**src/rtl/chan_ram_fifo_ctrl.sv**
```systemverilog
// FIFO controller in front of a pipelined dual-port block RAM (3-cycle read latency).
// RAM reads return into a credit-protected skid buffer, so the output streams at one word per clock.
module chan_ram_fifo_ctrl #(
  parameter int DATA_WIDTH = 32,
  parameter int ADDR_WIDTH = 8,
  parameter int SKID_DEPTH = 8
) (
  input  logic                  clk,
  input  logic                  resetn,
  input  logic                  flush,
  input  logic                  s_valid,
  input  logic [DATA_WIDTH-1:0] s_data,
  output logic                  s_ready,
  output logic                  m_valid,
  output logic [DATA_WIDTH-1:0] m_data,
  input  logic                  m_ready,
  output logic                  ram_wea,
  output logic [ADDR_WIDTH-1:0] ram_addra,
  output logic [DATA_WIDTH-1:0] ram_dia,
  output logic [ADDR_WIDTH-1:0] ram_addrb,
  input  logic [DATA_WIDTH-1:0] ram_dob,
  output logic [ADDR_WIDTH+1:0] level
);
  localparam int DEPTH   = 2 ** ADDR_WIDTH;
  localparam int AW1     = ADDR_WIDTH + 1;
  localparam int LW      = ADDR_WIDTH + 2;
  localparam int SKID_AW = $clog2(SKID_DEPTH);
  localparam int CNT_W   = SKID_AW + 1;
  localparam int RD_LAT  = 4;
  localparam logic [AW1-1:0] FULL_USED = AW1'(DEPTH);
  localparam logic [CNT_W:0] SKID_FULL = (CNT_W + 1)'(SKID_DEPTH);

  logic                  r_ram_wea;
  logic [ADDR_WIDTH-1:0] r_ram_addra;
  logic [DATA_WIDTH-1:0] r_ram_dia;
  logic [ADDR_WIDTH-1:0] r_ram_addrb;
  logic [ADDR_WIDTH-1:0] r_wr_ptr;
  logic [ADDR_WIDTH-1:0] r_rd_ptr;
  logic [AW1-1:0]        r_avail;
  logic [AW1-1:0]        r_ram_used;
  logic [CNT_W-1:0]      r_inflight;
  logic [RD_LAT-1:0]     r_vld_sr;
  logic [DATA_WIDTH-1:0] r_skid_mem [SKID_DEPTH];
  logic [SKID_AW-1:0]    r_skid_wp;
  logic [SKID_AW-1:0]    r_skid_rp;
  logic [CNT_W-1:0]      r_skid_cnt;
  logic [DATA_WIDTH-1:0] r_last;
  logic [LW-1:0]         r_level;

  logic                  w_accept;
  logic                  w_issue;
  logic                  w_capture;
  logic                  w_pop;
  logic [CNT_W:0]        w_credit;
  logic [DATA_WIDTH-1:0] w_head;

  assign s_ready   = resetn & (r_ram_used != FULL_USED) & ~flush;
  assign w_accept  = s_valid & s_ready;
  // Reads are issued only against committed writes and only with a free skid slot reserved.
  assign w_credit  = {1'b0, r_inflight} + {1'b0, r_skid_cnt};
  assign w_issue   = (r_avail != '0) & (w_credit < SKID_FULL);
  assign w_capture = r_vld_sr[RD_LAT-1];
  assign w_head    = r_skid_mem[r_skid_rp];
  assign m_valid   = (r_skid_cnt != '0);
  assign w_pop     = m_valid & m_ready;
  assign m_data    = m_valid ? w_head : r_last;

  assign ram_wea   = r_ram_wea;
  assign ram_addra = r_ram_addra;
  assign ram_dia   = r_ram_dia;
  assign ram_addrb = r_ram_addrb;
  assign level     = r_level;

  // NOTE: sequential state uses non-blocking assignments so every register samples pre-edge values.
  always_ff @(posedge clk or negedge resetn) begin
    if (!resetn) begin
      r_ram_wea   <= 1'b0;
      r_ram_addra <= '0;
      r_ram_dia   <= '0;
      r_ram_addrb <= '0;
      r_wr_ptr    <= '0;
      r_rd_ptr    <= '0;
      r_avail     <= '0;
      r_ram_used  <= '0;
      r_inflight  <= '0;
      r_vld_sr    <= '0;
      r_skid_wp   <= '0;
      r_skid_rp   <= '0;
      r_skid_cnt  <= '0;
      r_last      <= '0;
      r_level     <= '0;
    end else if (flush) begin
      r_ram_wea  <= 1'b0;
      r_wr_ptr   <= '0;
      r_rd_ptr   <= '0;
      r_avail    <= '0;
      r_ram_used <= '0;
      r_inflight <= '0;
      r_vld_sr   <= '0;
      r_skid_wp  <= '0;
      r_skid_rp  <= '0;
      r_skid_cnt <= '0;
      r_level    <= '0;
    end else begin
      r_ram_wea <= w_accept;
      if (w_accept) begin
        r_ram_addra <= r_wr_ptr;
        r_ram_dia   <= s_data;
        r_wr_ptr    <= r_wr_ptr + ADDR_WIDTH'(1);
      end
      if (w_issue) begin
        r_ram_addrb <= r_rd_ptr;
        r_rd_ptr    <= r_rd_ptr + ADDR_WIDTH'(1);
      end
      r_vld_sr   <= {r_vld_sr[RD_LAT-2:0], w_issue};
      r_avail    <= r_avail + AW1'(r_ram_wea) - AW1'(w_issue);
      r_ram_used <= r_ram_used + AW1'(w_accept) - AW1'(w_issue);
      r_inflight <= r_inflight + CNT_W'(w_issue) - CNT_W'(w_capture);
      if (w_capture) r_skid_wp <= r_skid_wp + SKID_AW'(1);
      if (w_pop) begin
        r_skid_rp <= r_skid_rp + SKID_AW'(1);
        r_last    <= w_head;
      end
      r_skid_cnt <= r_skid_cnt + CNT_W'(w_capture) - CNT_W'(w_pop);
      r_level    <= r_level + LW'(w_accept) - LW'(w_pop);
    end
  end

  // NOTE: skid storage is not reset; an entry is only read after a capture has written it.
  always_ff @(posedge clk) begin
    if (w_capture) r_skid_mem[r_skid_wp] <= ram_dob;
  end

endmodule

```
**config.mk**
```make
export PLATFORM = sky130hd
export DESIGN_NAME = chan_ram_fifo_ctrl
export DESIGN_NICKNAME = d
export VERILOG_FILES = /design/src/rtl/chan_ram_fifo_ctrl.sv
export SDC_FILE = /design/constraint.sdc
export NUM_CORES = 1
export LEC_CHECK = 0
export CORE_ASPECT_RATIO = 0.75
export CORE_MARGIN = 4
export CORE_UTILIZATION = 35
export DETAILED_ROUTE_END_ITERATION = 8
export HOLD_SLACK_MARGIN = 0.05
export PLACE_DENSITY_LB_ADDON = 0.12
export SLEW_MARGIN = 5
export SYNTH_ARGS = -nofsm -noshare
export SYNTH_HDL_FRONTEND = slang
export SYNTH_SLANG_ARGS = --single-unit
export TNS_END_PERCENT = 1
```
**constraint.sdc**
```tcl
create_clock -name clk -period 4.25 [get_ports clk]
set_clock_uncertainty 0.1 [all_clocks]
set_input_delay 1.275 -clock clk [delete_from_list [all_inputs] [get_ports clk]]
set_output_delay 1.275 -clock clk [all_outputs]
set_load 0.01 [all_outputs]
```
# Yosys cells after proc, flatten, opt, wreduce, memory -nomap -nowiden
# Memory sizes are Yosys's and may differ from the RTL's.
# Index checks and enable logic that the tools add are counted.
# totals
ff_bits,143
mem_bits_rw,256
out_inout_bits,93
n_memories,1
# op_classes
addsub,15
n_lt_le_gt_ge,1
eq_ne,1
muxes,18
n_bitwise,6
reduce_logical,9
# memory_table
name,words,word_bits,rd,rd_ports_with_merged_regs,wr,line_no,text
r_skid_mem,8,32,1,0,1,43,logic [DATA_WIDTH-1:0] r_skid_mem [SKID_DEPTH];
# op_table
op,count
two-way mux 32 bit,1
two-way mux 8 bit,4
adder 9 x 1 -> 9 bit,2
two-way mux 9 bit,2
subtractor 9 x 1 -> 9 bit,2
adder 8 x 1 -> 8 bit (second input constant),2
two-way mux 3 bit,4
two-way mux 4 bit,3
adder 10 x 1 -> 10 bit,1
two-way mux 10 bit,1
subtractor 10 x 1 -> 10 bit,1
inequality test 9 bit (second input constant),1
nonzero test 9 bit,1
adder 4 x 1 -> 4 bit,2
nonzero test 2 bit,4
subtractor 4 x 1 -> 4 bit,2
adder 3 x 1 -> 3 bit (second input constant),2
AND reduction 2 bit,3
adder 4 x 4 -> 5 bit,1
bitwise AND 1 bit,5
< comparator 5 x 4 -> 1 bit (second input constant),1
nonzero test 4 bit,1
two-way mux 1 bit,3
inverter 1 bit,1

# Logic depth before layout (Yosys ltp)
# Gate-level depths: netlist (run 1).
# depth
ltp_word,7
ltp_mapped,18
depth_no_buf,16

# Worst setup path before layout (run 1)
# No wires, ideal clock.
# synth_timing
path_type,input port to flip-flop
from,in s_valid
to,reg r_ram_used[8]
setup_ns,0.136
t_arrival_ns,3.550
required_time_ns,4.014
slack_ns,0.463
stages,15
n_path_buf,2
path_cell_list,o311a_1 nand2b_1 buf_2 inv_2 clkbuf_1 nand2_1 nand2_1 ha_1 inv_1 fa_1 nor2b_1 o221ai_1 a211oi_1 or3_1 a21oi_1
# synth_between
elab_chain_cells,4
# synth_rtl
item,line_no,text
from (decl),11,"input logic s_valid,"
bitwise AND 1 bit,58,assign w_accept = s_valid & s_ready;
adder 9 x 1 -> 9 bit,117,r_ram_used <= r_ram_used + AW1'(w_accept) - AW1'(w_issue);
subtractor 9 x 1 -> 9 bit,117,
two-way mux 9 bit,92,end else if (flush) begin
to (signal assigned),117,
to (decl),40,logic [AW1-1:0] r_ram_used;
# No other way between the ends.
# A chain may end at the register's enable or synchronous reset.

# Final worst setup path (run 1)
# layout_timing
from,reg r_skid_rp[0]
to,out m_data[4]
# layout_between
elab_chain_cells,2
# layout_rtl
item,line_no,text
from (decl),45,logic [SKID_AW-1:0] r_skid_rp;
from (signal assigned),121,r_skid_rp <= r_skid_rp + SKID_AW'(1);
memory read (8 x 32 bit),--,
two-way mux 32 bit,66,assign m_data = m_valid ? w_head : r_last;
to (decl),15,"output logic [DATA_WIDTH-1:0] m_data,"
# No other way between the ends.

==> impl_metrics.env, run 1 <==
export IMPL_gp_congestion=0.773
export IMPL_htree_levels=2
export IMPL_dr_pass1_iters=4
export IMPL_numCtsBuffers=43
export IMPL_path_cells="buf_12 -> mux4_2 -> mux2i_1 -> a21oi_1 -> clkdlybuf4s50_1"
export IMPL_peakVddDrop_mv=0.317
export IMPL_drv_slew=0
export IMPL_drtIter0Drc=508
export IMPL_synth_top_area_cell="edfxtp_1"
export IMPL_cts_root_buffer="clkbuf_16"
export IMPL_ant_nets=0
export IMPL_synth_area_mm2=0.0167
export IMPL_combinationalPowerShare=0.360
export IMPL_min_path_type="reg -> reg"
export IMPL_dp_hpwl_um=22200
export IMPL_hold_viol=0
export IMPL_worstSetupEndpointType="output pin"
export IMPL_clkTransAtPathRegs_ns=0.05
export IMPL_routedWlPerCell_um=17.9
export IMPL_period_share=0.966
export IMPL_switchingPower_mw=4.12
export IMPL_synth_top_cell_area_share=0.460
export IMPL_synth_main_ff_cell="edfxtp_1"
export IMPL_critPathRequiredTime_ns=2.87
export IMPL_grt_pass1_vias=9762
export IMPL_crit_buf_inv=2
export IMPL_dieArea_mm2=0.0513
export IMPL_nNetsFinal=1467
export IMPL_grt_usage=0.141
export IMPL_yosysSeqAreaShare=0.675
export IMPL_drt_vias_per_instance=4.72
export IMPL_crit_type="reg -> out"
export IMPL_netlist_instances=1155
export IMPL_clk_latency_ns=0.55
export IMPL_areaGrowthSynthToFinish_pct=24.0
export IMPL_grt_pass1_wl_um=57000
export IMPL_swShare=0.312
export IMPL_cp_arrival_ns=2.73
export IMPL_tightest_slew_ns=0.921
export IMPL_vias=9523
export IMPL_crit_family="multiplexers"
export IMPL_ys_ff_latch=399
export IMPL_critPathLaunchType="flop"
export IMPL_cts_tree="built"
export IMPL_max_cap_viol_count=0
export IMPL_wl_um=36000
export IMPL_critical_path_max_fanout=17
export IMPL_synth_nets=1277
export IMPL_seqPwrFrac=0.366
export IMPL_hold_buffers=0
export IMPL_grt_max_degree=139
export IMPL_antenna_found_initial=2
export IMPL_period_needed_ns=4.11
export IMPL_critPathMaxStageDelay_ns=0.55
export IMPL_leakagePower_nw=7.64
export IMPL_syn_avg_cell_area_um2=14.5
export IMPL_p_total_mw=13.2
export IMPL_fp_dieH_um=197
export IMPL_crit_slowest_cell="dfrtp_4"
export IMPL_relSlewSlack=0.385
export IMPL_pwr_share_clk=0.274
export IMPL_row_count=69
export IMPL_grt_overflow_total=0
export IMPL_clkSinkCount=399
export IMPL_io_buffer_count=161
export IMPL_layout_drive_gt1_share=0.141
export IMPL_power_internal_mw=9.08
export IMPL_synthArstFlopShare=0.358
export IMPL_fmax_ghz=0.244
export IMPL_clk_path_buf_depth=3
export IMPL_synth_common_cells="edfxtp_1, nand2_1, dfrtp_1"
export IMPL_route_detailed_drc=0
export IMPL_design_core_area_mm2=0.0473
export IMPL_setup_violations=0
export IMPL_power_density_mw_per_mm2=637
export IMPL_yosysWarnings=0
export IMPL_synth_most_common_cell="edfxtp_1"
export IMPL_synth_edff_count=256
export IMPL_initial_core_util=0.353
export IMPL_outcome="finished clean"
export IMPL_synthDistinctLibCells=50
export IMPL_die_w_um=260
export IMPL_holdWs_ns=0.357
export IMPL_ys_top_cells_by_area="edfxtp_1, dfrtp_1, mux4_2, ha_1, nand2_1"
export IMPL_pin_count=162
[path summary, 6_finish.rpt]
| path | start | to | slack [ns] | cells after the start |
|---|---|---|---|---|
| max in group asynchronous | resetn | r_skid_rp[0] | 2.53 | 2 |
| min in group asynchronous | resetn | r_wr_ptr[1] | 0.43 | 1 |
| worst max register to register | r_inflight[3] | r_avail[8] | 0.42 | 15 |
| worst min-delay path | r_vld_sr[1] | r_vld_sr[2] | 0.36 | 1 |
| worst min register to register | r_vld_sr[1] | r_vld_sr[2] | 0.36 | 1 |
| worst max-delay path | r_skid_rp[0] | m_data[4] | 0.14 | 5 |
[through the flow]
step	utilization	worst slack, ns	area [um^2]	cells	TNS [ns]
2_1_floorplan	-	0.463	16700	1155	0
3_5_place_dp	0.407	0.107	19300	1935	0
3_3_place_gp	0.407	0.145	19300	1935	0
6_report	0.438	0.143	20700	2018	0
5_1_grt	0.438	-0.00214	20700	2018	-0.00413
4_1_cts	0.436	0.0108	20600	2016	0
[cells by family after synthesis]
logic type,count (synthesis),synth area share
adders and majority gates,53,0.0420
DFF,399,0.675
and+or+nand+nor,335,0.0863
buffers and inverters,96,0.0222
AOI/OAI and AO/OA,133,0.0458
muxes,105,0.111
xor gates and xnor gates,34,0.0178
[state kept, by name, indices dropped and copies added (netlist names), 3 cells and up]
signal,cells
r_skid_mem,256
r_last,32
ram_dia,32
level,10
r_avail,9
r_ram_used,9
r_rd_ptr,8
r_wr_ptr,8
ram_addra,8
ram_addrb,8
r_inflight,4
r_skid_cnt,4
r_vld_sr,4
r_skid_rp,3
r_skid_wp,3
[power by group through the flow]
stage               Combinational [mW]  Sequential, mW  Clock (mW)
floorplan                         3.04            4.88           0
global placement                  4.72            4.92           0
detailed placement                4.73            4.93           0
CTS                               4.79            4.84        3.74
global route                      5.33            4.90        3.91
finish                            4.75            4.83        3.61
[layout by cell type, fill, tap and decap left out, drive strengths merged, types with 4 or more instances in the layout]
master           n
a21oi           90
mux4            64
mux2             8
nand3           10
xnor2           21
dfrtp          143
buf             33
nor2b           15
nor3            14
nand2b          11
fa               5
a21o             5
inv             50
a211oi           5
or3              5
o21bai           4
o21ai           13
o21a             5
clkinv          10
nand2          150
nor2           112
mux2i           33
clkdlybuf4s50  159
ha              48
clkbuf          64
edfxtp         256
xor2            13
[area by class of cell]
cell class | count | area [um^2]
clock inverter | 14 | 133
sequential | 399 | 11300
fill | 4295 | 26600
multi-input combinational | 660 | 5180
tap | 639 | 800
clock buffer | 64 | 1240
antenna | 1 | 2.50
timing repair buffer | 192 | 1900
inverter | 49 | 184
[worst register-to-register path, stage by stage, from the launching register on]
cell and delay, ns:
dfrtp_1 0.39, ha_1 0.29, or3_4 0.38, a31oi_4 0.26
nand2_4 0.14, inv_1 0.23, ha_1 0.27, inv_1 0.05
ha_1 0.18, inv_1 0.06, fa_1 0.39, nor2b_1 0.21
o221ai_1 0.21, a211oi_1 0.31, or3_1 0.15, a21oi_1 0.06
[metal layers]
layer	GRT usage	part of all wire
met5	0	0.00031
met4	0.0348	0.019
met3	0.0274	0.046
met2	0.219	0.45
met1	0.205	0.48
[timing repair]
item                       CTS  global route
cloned                       0             0
resized for setup            0            11
pin swaps                    0             0
hold endpoints to repair     0             0
buffers inserted             3             1
setup endpoints to repair   12            19
(Power assumes the default switching activity.)
==> run 2, diff against run 1 <==
- CTS_BUF_LIST: default -> sky130_fd_sc_hd__clkbuf_4 sky130_fd_sc_hd__clkbuf_8 sky130_fd_sc_hd__clkbuf_16
- SKIP_CTS_REPAIR_TIMING: default -> 1
==> impl_metrics.env, run 2 (synthesis results as in run 1) <==
export IMPL_finish_instance_area_mm2=0.0208
export IMPL_cp_arrival_ns=2.74
export IMPL_clk_path_buf_depth=3
export IMPL_design_core_area_mm2=0.0473
export IMPL_combinationalPowerShare=0.358
export IMPL_clk_latency_ns=0.54
export IMPL_drtIter0Drc=521
export IMPL_hold_viol=0
export IMPL_pwr_share_clk=0.279
export IMPL_setup_violations=0
export IMPL_swShare=0.310
export IMPL_power_internal_mw=9.19
export IMPL_drt_vias_per_instance=4.72
export IMPL_ant_nets=0
export IMPL_critPathRequiredTime_ns=2.87
export IMPL_multiInputGateArea_mm2=0.00518
export IMPL_n_fill_cell=4272
export IMPL_period_share=0.969
export IMPL_fp_dieH_um=197
export IMPL_switchingPower_mw=4.12
export IMPL_drv_slew=0
export IMPL_grt_overflow_total=0
export IMPL_crit_type="reg -> out"
export IMPL_die_w_um=260
export IMPL_cts_tree="built"
export IMPL_seqPwrFrac=0.363
export IMPL_grt_usage=0.141
export IMPL_period_needed_ns=4.12
export IMPL_critPathLaunchType="flop"
export IMPL_tightest_slew_ns=0.918
export IMPL_vias=9538
export IMPL_setup_tns_ns=0
export IMPL_gp_congestion=0.773
export IMPL_leakagePower_nw=7.71
export IMPL_max_cap_viol_count=0
export IMPL_row_count=69
export IMPL_dr_pass1_iters=4
export IMPL_worstSetupEndpointType="output pin"
export IMPL_antenna_found_initial=2
export IMPL_areaGrowthSynthToFinish_pct=24.5
export IMPL_pin_count=162
export IMPL_peakVddDrop_mv=0.317
export IMPL_io_buffer_count=161
export IMPL_largest_register="r_skid_mem"
export IMPL_outcome="finished clean"
export IMPL_min_path_type="reg -> reg"
export IMPL_final_common_cell="edfxtp_1"
export IMPL_initial_core_util=0.353
export IMPL_grt_pass1_wl_um=56900
export IMPL_dieArea_mm2=0.0513
export IMPL_wl_um=36100
export IMPL_grt_pass1_vias=9765
export IMPL_fmax_ghz=0.243
export IMPL_htree_levels=2
export IMPL_clkTransAtPathRegs_ns=0.06
export IMPL_dp_hpwl_um=22200
export IMPL_numCtsBuffers=43
export IMPL_largest_reg_flops=256
export IMPL_routedWlPerCell_um=17.9
export IMPL_route_detailed_drc=0
export IMPL_layout_drive_gt1_share=0.153
export IMPL_power_density_mw_per_mm2=640
export IMPL_critical_path_max_fanout=17
export IMPL_place_area_mm2=0.0193
export IMPL_relSlewSlack=0.386
export IMPL_utilization=0.439
export IMPL_grt_max_degree=139
export IMPL_cts_root_buffer="clkbuf_16"
export IMPL_clkSinkCount=399
export IMPL_final_cell_mix="edfxtp_1, clkdlybuf4s50_1, nand2_1"
export IMPL_nNetsFinal=1471
export IMPL_regArea_mm2=0.0113
-- run 2: changes by cell type in the layout (fill, tap and decap cells not counted) --
cell      delta
clkbuf_1    -14
clkbuf_4    +14
buf_4        +4
-- run 2: metal layers --
metal / share of wire / GRT usage / vias to the layer above
met3: 0.045 / 0.0274 / 50
met1: 0.48 / 0.205 / 4713
met5: 0.00030 / 0 / -
li1: - / - / 4590
met2: 0.45 / 0.219 / 183
met4: 0.019 / 0.0350 / 2
-- run 2: final timing paths --
path | startpoint | to | slack [ns] | cells past startpoint
min in group asynchronous | resetn | r_wr_ptr[1] | 0.43 | 1
hold / removal | r_vld_sr[1] | r_vld_sr[2] | 0.36 | 1
setup reg to reg | r_inflight[3] | r_avail[8] | 0.42 | 15
hold reg to reg | r_vld_sr[1] | r_vld_sr[2] | 0.36 | 1
max in group asynchronous | resetn | r_skid_rp[0] | 2.53 | 2
setup / recovery | r_skid_rp[0] | m_data[15] | 0.13 | 5
-- run 2: cell type report --
type / count / area share
diodes: 1 / 0.000120
multi-input cells: 660 / 0.249
repair buffers: 196 / 0.0930
flip-flops and latches: 399 / 0.542
well taps: 639 / 0.0385
clock buffers: 64 / 0.0620
clock inverters: 14 / 0.00638
inverters: 49 / 0.00885
-- run 2: worst max-delay path, cell delays in order, from the launching register on --
cell and delay, ns:
dfrtp_4 0.56, buf_12 0.24, mux4_2 0.51, mux2i_1 0.28, a21oi_1 0.12, clkdlybuf4s50_1 0.49
-- run 2: power by group through the flow --
stage	sequential, mW	clock (mW)	combinational [mW]
5_1_grt	4.90	4.00	5.35
6_report	4.83	3.71	4.77
2_1_floorplan	4.88	0	3.04
3_5_place_dp	4.93	0	4.73
3_3_place_gp	4.92	0	4.72
4_1_cts	4.85	3.83	4.75
-- run 2: per-stage QoR --
stage | hold slack, ns | instances | total power [mW] | worst slack [ns]
2_1_floorplan | 0.339 | 1155 | 7.92 | 0.463
6_report | 0.355 | 2022 | 13.3 | 0.130
4_1_cts | 0.354 | 2013 | 13.4 | -0.0692
3_3_place_gp | 0.341 | 1935 | 9.64 | 0.145
5_1_grt | 0.387 | 2022 | 14.3 | -0.00601
3_5_place_dp | 0.351 | 1935 | 9.66 | 0.107
==> run 3, diff against run 2 <==
- CORE_ASPECT_RATIO: 0.75 -> default
- DONT_BUFFER_PORTS: default -> 1
==> impl_metrics.env, run 3 (synthesis results as in run 1) <==
export IMPL_routedWlPerCell_um=20.6
export IMPL_antenna_cells=0
export IMPL_wl_um=37600
export IMPL_grt_pass1_vias=9333
export IMPL_layout_drive_gt1_share=0.166
export IMPL_cp_arrival_ns=2.54
export IMPL_ant_nets=0
export IMPL_multiInputGateArea_mm2=0.00513
export IMPL_peakVddDrop_mv=0.326
export IMPL_period_share=0.922
export IMPL_grt_usage=0.147
export IMPL_crit_slowest_cell="dfrtp_4"
export IMPL_final_cell_mix="edfxtp_1, nand2_1, dfrtp_1"
export IMPL_fin_cells=1824
export IMPL_dp_hpwl_um=22900
export IMPL_setup_violations=0
export IMPL_numCtsBuffers=45
export IMPL_row_count=79
export IMPL_rsz0062_at_grt="false"
export IMPL_critPathRequiredTime_ns=2.87
export IMPL_pin_count=162
export IMPL_dr_pass1_iters=4
export IMPL_crit_type="reg -> out"
export IMPL_design_core_area_mm2=0.0469
export IMPL_worstSetupEndpointType="output pin"
export IMPL_fmax_ghz=0.255
export IMPL_dieArea_mm2=0.0513
export IMPL_rr_startpoint="r_inflight[3]"
export IMPL_period_needed_ns=3.92
export IMPL_critPathMaxStageDelay_ns=0.64
export IMPL_path_cells="buf_4 -> mux4_2 -> mux2i_1 -> a21oi_1"
export IMPL_outcome="finished clean"
export IMPL_largest_reg_flops=256
export IMPL_reg2reg_depth=15
export IMPL_relSlewSlack=0.290
export IMPL_io_buffer_count=0
export IMPL_fp_dieH_um=226
export IMPL_grt_overflow_total=0
export IMPL_initial_core_util=0.356
export IMPL_p_total_mw=12.9
export IMPL_tightest_slew_ns=1.05
export IMPL_grt_pass1_wl_um=57200
export IMPL_n_fill_cell=4286
export IMPL_utilization=0.411
export IMPL_clkTransAtPathRegs_ns=0.06
export IMPL_clkSinkCount=399
export IMPL_drt_vias_per_instance=5.00
export IMPL_clk_latency_ns=0.58
export IMPL_cts_tree="built"
export IMPL_areaGrowthSynthToFinish_pct=15.4
export IMPL_setup_tns_ns=0
export IMPL_clk_path_buf_depth=3
export IMPL_critical_path_max_fanout=14
export IMPL_vias=9112
export IMPL_critPathLaunchType="flop"
export IMPL_power_density_mw_per_mm2=671
export IMPL_min_path_type="in -> async"
export IMPL_htree_levels=2
export IMPL_reg2reg_to="r_avail[8]"
export IMPL_drv_slew=0
export IMPL_regArea_mm2=0.0113
export IMPL_die_w_um=226
export IMPL_route_detailed_drc=0
export IMPL_drtIter0Drc=457
export IMPL_gp_congestion=0.743
export IMPL_final_common_cell="edfxtp_1"
export IMPL_grt_max_degree=147
export IMPL_cts_root_buffer="clkbuf_16"
export IMPL_hold_viol=0
export IMPL_rrSetupSlack_ns=0.56
export IMPL_place_inst=1740
export IMPL_largest_register="r_skid_mem"
export IMPL_antenna_found_initial=0
export IMPL_nNetsFinal=1302
export IMPL_leakagePower_nw=7.14
export IMPL_max_cap_viol_count=0
[run 3: cell count changes in the layout (fill, tap and decap cells not counted), sizes merged]
| cell | delta |
|---|---|
| diode | -1 |
| bufinv | +5 |
| clkbuf | +2 |
| clkinvlp | -1 |
| buf | -12 |
| clkdlybuf4s50 | -159 |
[run 3: layout make-up]
| type | instances | area share |
|---|---|---|
| Sequential cell | 399 | 0.585 |
| Multi-Input combinational cell | 660 | 0.266 |
| Clock buffer | 66 | 0.0710 |
| Tap cell | 607 | 0.0394 |
| Clock inverter | 18 | 0.0151 |
| Timing Repair Buffer | 25 | 0.0136 |
| Inverter | 49 | 0.00954 |
[run 3: power breakdown]
group	switching (mW)	total [mW]	internal, mW
Combinational	2.09	3.74	1.64
Sequential	0.404	4.96	4.56
Clock	1.57	4.24	2.67
Total	4.07	12.9	8.87
[run 3: worst max-delay path by stage]
stage,endpoint,start
after global routing,m_data[24],r_skid_cnt[2]
after floorplan,r_ram_used[8],s_valid
after detailed placement,r_ram_used[8],resetn
final,m_data[9],r_skid_rp[0]
after CTS,m_data[9],r_skid_rp[0]
after global placement,r_ram_used[8],resetn
[run 3: layer usage]
metal  routed length (um)  vias up  track usage
met3                 2920       54       0.0449
met4                  851        0       0.0465
li1                     -     4253            -
met5                    0        -            0
met2                18000      230        0.242
met1                15800     4575        0.186
[run 3: metrics by stage]
stage	setup slack (ns)	hold WS, ns	cell area, um^2
after CTS	0.204	0.264	19300
after floorplan	0.463	0.339	16700
after global placement	0.646	0.368	17600
after global routing	0.132	0.277	19300
final	0.332	0.312	19300
after detailed placement	0.558	0.352	17600
[run 3: critical path, delay by kind of cell (launching register included)]
family / cells / cell delay, ns
AOI/OAI and AO/OA: 1 / 0.19
DFF: 1 / 0.64
buffers and inverters: 1 / 0.31
muxes: 2 / 0.82
